==> src/rtl/instruction_fetch_unit.sv <==
// instruction_fetch_unit: drives the word address into a combinational
// instruction memory and queues {pc, instr} pairs in a small prefetch FIFO.
// Decode takes them over a valid/ready handshake. A redirect flushes the
// FIFO and restarts fetch at a new PC.
// Optional feature macro: FETCH_HALT_ON_ZERO_EN. When it is defined, an
// all-zero instruction word ends the program (HALT), and Exit rises once
// the FIFO has drained.
module instruction_fetch_unit #(
  parameter logic [31:0] RESET_PC  = 32'd0,
  parameter int          DEPTH     = 2,
  parameter int          MEM_WORDS = 32
) (
  input  logic        clk,
  input  logic        reset,
  output logic [31:0] Instruction_Add,
  input  logic [31:0] Instruction,
  output logic [31:0] inst_out,
  output logic [31:0] pc_out,
  output logic        inst_valid,
  input  logic        inst_ready,
  input  logic        redirect,
  input  logic [31:0] redirect_pc,
  output logic        Exit
);

  localparam int          PW      = $clog2(DEPTH);
  localparam int          CW      = $clog2(DEPTH + 1);
  localparam int          AW      = $clog2(MEM_WORDS);
  localparam logic [31:0] WRAP_PC = 32'(MEM_WORDS * 4);

  typedef struct packed {
    logic [31:0] pc;
    logic [31:0] instr;
  } fetch_entry_t;

  typedef enum logic {RUN = 1'b0, HALT = 1'b1} state_t;

  state_t         state;
  logic [31:0]    pc;
  fetch_entry_t   fifo [DEPTH];
  logic [PW-1:0]  rd_ptr, wr_ptr;
  logic [CW-1:0]  count, count_nx;
  logic           exit_r;
  logic           pop, can_push, zero_hit, push;
  logic [31:0]    pc_inc, pc_seq;
  fetch_entry_t   head;

  // The two low bits of the redirect target are dropped to word-align it.
  logic unused_rpc_lsbs;
  assign unused_rpc_lsbs = ^redirect_pc[1:0];

  assign Instruction_Add = 32'(pc[AW+1:2]);
  assign inst_valid      = (count != '0);
  assign head            = fifo[rd_ptr];
  assign inst_out        = inst_valid ? head.instr : 32'd0;
  assign pc_out          = inst_valid ? head.pc    : 32'd0;
  assign Exit            = exit_r;

  assign pop      = inst_valid && inst_ready;
  // A slot is available if the FIFO has room or the head leaves this cycle.
  assign can_push = (state == RUN) && ((count < CW'(DEPTH)) || pop);
`ifdef FETCH_HALT_ON_ZERO_EN
  assign zero_hit = can_push && (Instruction == 32'd0);
`else
  assign zero_hit = 1'b0;
`endif
  assign push     = can_push && !zero_hit;

  assign pc_inc = pc + 32'd4;
  assign pc_seq = (pc_inc == WRAP_PC) ? 32'd0 : pc_inc;

  // Occupancy after this cycle's push/pop (simultaneous ones cancel).
  always_comb begin
    count_nx = count;
    if (push && !pop)      count_nx = count + CW'(1);
    else if (!push && pop) count_nx = count - CW'(1);
  end

  // FIFO payload storage; no reset needed since count gates visibility.
  always_ff @(posedge clk) begin
    if (!reset && !redirect && push) fifo[wr_ptr] <= '{pc: pc, instr: Instruction};
  end

  // PC, FIFO pointers, RUN/HALT state and the registered Exit flag.
  always_ff @(posedge clk) begin
    if (reset) begin
      pc     <= RESET_PC;
      rd_ptr <= '0;
      wr_ptr <= '0;
      count  <= '0;
      state  <= RUN;
      exit_r <= 1'b0;
    end else if (redirect) begin
      pc     <= {redirect_pc[31:2], 2'b00};
      rd_ptr <= '0;
      wr_ptr <= '0;
      count  <= '0;
      state  <= RUN;
      exit_r <= 1'b0;
    end else begin
      if (push) begin
        pc     <= pc_seq;
        wr_ptr <= wr_ptr + PW'(1);
      end
      if (pop) rd_ptr <= rd_ptr + PW'(1);
      count <= count_nx;
      if (zero_hit) state <= HALT;
      // Exit only once already halted and the last queued entry is gone.
      exit_r <= (state == HALT) && (count_nx == '0);
    end
  end

endmodule

==> config.mk <==
export PLATFORM = sky130hd
export DESIGN_NAME = instruction_fetch_unit
export DESIGN_NICKNAME = d
export VERILOG_FILES = /design/src/rtl/instruction_fetch_unit.sv
export SDC_FILE = /design/constraint.sdc
export NUM_CORES = 1
export LEC_CHECK = 0
export ABC_CLOCK_PERIOD_IN_PS = 10400
export CORE_UTILIZATION = 45
export CTS_CLUSTER_SIZE = 8
export DETAILED_ROUTE_END_ITERATION = 7
export DONT_BUFFER_PORTS = 1
export GPL_ROUTABILITY_DRIVEN = 0
export PLACE_DENSITY = 0.59
export SETUP_SLACK_MARGIN = 0.1
export SYNTH_ARGS = -nofsm -noshare
export SYNTH_HDL_FRONTEND = slang
export SYNTH_SLANG_ARGS = --single-unit
==> constraint.sdc <==
create_clock -name clk -period 10.4 [get_ports clk]
set_clock_uncertainty 0.1 [all_clocks]
set_input_delay 2.6 -clock clk [delete_from_list [all_inputs] [get_ports clk]]
set_output_delay 2.6 -clock clk [all_outputs]
set_load 0.03 [all_outputs]
# After elaboration in Yosys (flattened, before gate mapping)
# Memory sizes are Yosys's and may differ from the RTL's. A register that Yosys moved wholly into a read port is not among the register bits.
# Cells that the tools add are included.
# word_totals
regBits	36
ramBits	128
inputBits	68
elab_cells	38
mem_count	1
# memory_table
memory	depth	width	read_ports	rd_ports_with_merged_regs	write_ports	line_no	text
fifo	2	64	1	1	1	40	fetch_entry_t fifo [DEPTH];
# classes
muxes	11
addsub	5
magnitude_cmp	1
eq_ne	1
n_reduce_logical	14
# op_table
op	count
32-bit 2-to-1 mux	5
32-bit by 3-bit adder with 32-bit output (second input constant)	1
32-bit by 8-bit == test with 1-bit output (second input constant)	1
2-bit nonzero test	3
1-bit logical AND	5
1-bit zero test	4
1-bit 2-to-1 mux	4
2-bit 2-to-1 mux	2
1-bit adder (second input constant)	2
2-bit by 1-bit adder with 2-bit output (second input constant)	1
2-bit less-than comparator (second input constant)	1
2-bit OR reduction	1
2-bit by 1-bit subtractor with 2-bit output (second input constant)	1
1-bit logical OR	1

# Longest topological paths before layout
# depth
word_depth	7
ltp_mapped	9
mapped_depth_nobuf	8

# Worst setup path before layout
# OpenSTA, ideal clock, no wires.
# synth_path
path_kind	input port to flip-flop
from	in redirect
to	mem fifo[0][0] in the netlist's numbering, enable pin
cell_stages	3
arrival_time_ns	9.255
setup_ns	0.644
setup_slack_ns	0.401
path_buffers	2
required_time_ns	9.656
path_cell_list	clkbuf_1 -> buf_1 -> nor4_1
# synth_via
elab_chain_len	5
# synth_lines
item	line_no	text
start: declaration	21	input logic redirect,
1-bit zero test	81	if (!reset && !redirect && push) fifo[wr_ptr] <= '{pc: pc, instr: Instruction};
1-bit logical AND (2 in a row)	81	
1-bit 2-to-1 mux	81	
1-bit 2-to-1 mux (implied by the code)	81	
end: declaration	40	
# Every way passes these cells.

==> metrics <==
Fin Setup TNS 0 ps; Final min period about 5000 ps; dominant cells by area after synthesis edfxtp_1 (50%), mux2i_1 (9.8%), dfxtp_1 (9.7%); ratio of cells with drive above 1 in the final layout 0.0782; Synth cell types between 50 and 60; Die Area 17500 um2; critical path's top delay family flip-flops; crit path capture type output port; hold_buf cts 0; first-pass GRT wire length 23300 um; Starting Density 0.461; Crit Path Class register to output port; Slew @ Worst Pin ~1100 ps; diode count 0; flops & latches, synth approximately 170; Non-Filler Instances ~860; worst path bufs/invs 0; final worst-path cycle share 0.481; top cells by count, synth edfxtp_1 (128), nor2_1 (123), mux2i_1 (75), dfxtp_1 (37), buf_4 (33); Final ANT Viol Nets 0; # setup viols final 0; I/O Buffers 0; worst min path class register to register; Worst setup SP type register; maximum VDD drop about 110 uV; number of global-route vias before repair approximately 4500; Worst R2R Setup Slack about 7200 ps; number of fillers in the final layout 1501; CTS Buf Count 17; post-synth top area share 0.503; DR WL met2 7160 um; f_max around 200 MHz; Hold Vio Cnt, Final 0; top_reg_cell synth edfxtp_1; Via Count roughly 4600; leak pwr around 2.7 nW; Critical Path AT about 2300 ps; overall power about 1.5 mW; sequential share of the synthesized area 0.599; number of enable flip-flop cells after synthesis between 100 and 150; wire length per cell ~17 um; clk slew on worst S/H paths 60 ps; # resized after CTS 0; area leader, netlist edfxtp_1; row cnt 47; placed inst area 7650 um2; first drt pass iteration count 4; Syn Inst Count 648; post-synthesis cell area around 7600 um2; RSZ-0062 raised after global routing false; max cap viols 0; critical path's slowest cell dfxtp_4; max incr delay on CP approximately 1100 ps; die span in x between 100 and 150 um; Critical Path Fanout Max 64; H-tree depth 4; worst path required time about 7700 ps; Final Slew Violations 0; Ys Warns 0; dpl cells slightly above 800; post-route cell area between 8000 and 9000 um2; Rel. slew slack 0.234; initial DRC count 204; die outline height 132 um; length of routed met3 wiring 877 um; total routed wirelength ~15000 um; Core Region ~17000 um2; io pins roughly 170; worst hold slack between 300 and 400 ps; largest net degree at the start of global routing between 60 and 70; DRC 0; status completed; CTS tree built; number of post-CTS setup repair buffers 0; Root Driver clkbuf_16; Register Area between 4000 and 5000 um2; TritonCTS Sinks around 170; pwr/cell area 180 nW/um2; Top Layer Used met4; average cell area after synthesis roughly 12 um2; via density per instance around 5.4; Clock Latency Late Sink 420 ps; Cell Chain, Critical Path mux2i_1 > nor2_1; Total GRT Usage 0.174; clock buffer depth 2; Layout area overhead 7.69%; Multi-input gate area 2730 um2; HPWL after detailed placement a little under 10000 um; grt total ovfl 0; most common cell in the netlist edfxtp_1; Final #Nets between 600 and 700; post-synthesis async set-or-reset flop share 0; wire length on met1 roughly 6400 um; initial antenna violation count 0
-- cell families (layout without fill, tap and decap cells) --
| family | Yosys count | after routing | synth area share |
|---|---|---|---|
| muxes | 76 | 76 | 0.0996 |
| adders and majority gates | 2 | 2 | 0.00327 |
| DFF | 165 | 165 | 0.599 |
| buffers and inverters | 80 | 44 | 0.0589 |
| AOI/OAI and AO/OA | 53 | 53 | 0.0507 |
| other | 1 | 28 | 0.000490 |
| xor gates and xnor gates | 35 | 35 | 0.0401 |
| and+or+nand+nor | 236 | 236 | 0.148 |
-- sequential cells by signal (all words and copies together) (netlist names), named ones only --
register,cells
rd_ptr,1
pc,32
count,2
fifo,128
wr_ptr,1
-- per-layer routing --
layer  vias up  GRT usage
met4         0     0.0754
met3        25     0.0531
met1      2220      0.208
met5         -          0
li1       2234          -
met2       137      0.290
-- per-stage QoR --
stage          worst slack [ps]  utilization
5_1_grt                    5220        0.497
2_1_floorplan               401            -
4_1_cts                    5340        0.497
6_report                   5390        0.497
3_5_place_dp               5800        0.462
3_3_place_gp               5830        0.462
-- where the power goes --
group          leakage [nW]  total, mW  switching (mW)  internal, mW
sequential             1.48      0.765          0.0278         0.737
clock                 0.276      0.610           0.245         0.365
combinational         0.994      0.111          0.0789        0.0319
-- path summary, 6_finish.rpt --
check / cells after the start / endpoint / startpoint
worst min register to register: 0 / fifo[0][33] / pc[1]
worst max register to register: 8 / pc[2] / pc[2]
worst max-delay path: 2 / pc_out[13] / register
worst min-delay path: 0 / fifo[0][33] / pc[1]
-- cells in the final DEF (no fill, tap or decap), types with 3 or more instances in the layout --
cell,synthesis,final
buf_4,33,4
clkinvlp_4,0,4
nor2_1,123,122
nor4b_1,3,3
a21oi_1,20,20
and2_1,5,5
xor2_1,20,20
xnor2_1,15,15
and4_1,4,4
a211oi_1,3,3
nor3_1,18,18
nor4_1,6,5
edfxtp_1,128,128
inv_1,8,8
nand2_1,22,22
a41o_1,3,3
nand4_1,14,14
dfxtp_1,37,36
nand3_1,15,15
nor2b_1,3,3
clkinv_2,0,3
o21ai_0,3,3
clkbuf_16,0,17
o31ai_1,4,4
and3_1,9,8
conb_1,1,28
mux2i_1,75,75
-- cell type report --
cell class	instances	share of cell area
repair buffers	4	0.00365
clock inverters	12	0.0153
well taps	220	0.0334
inverters	8	0.00365
flip-flops and latches	165	0.557
multi-input cells	430	0.331
clock buffers	20	0.0554
No activity file was read; power rests on OpenSTA's default activity.
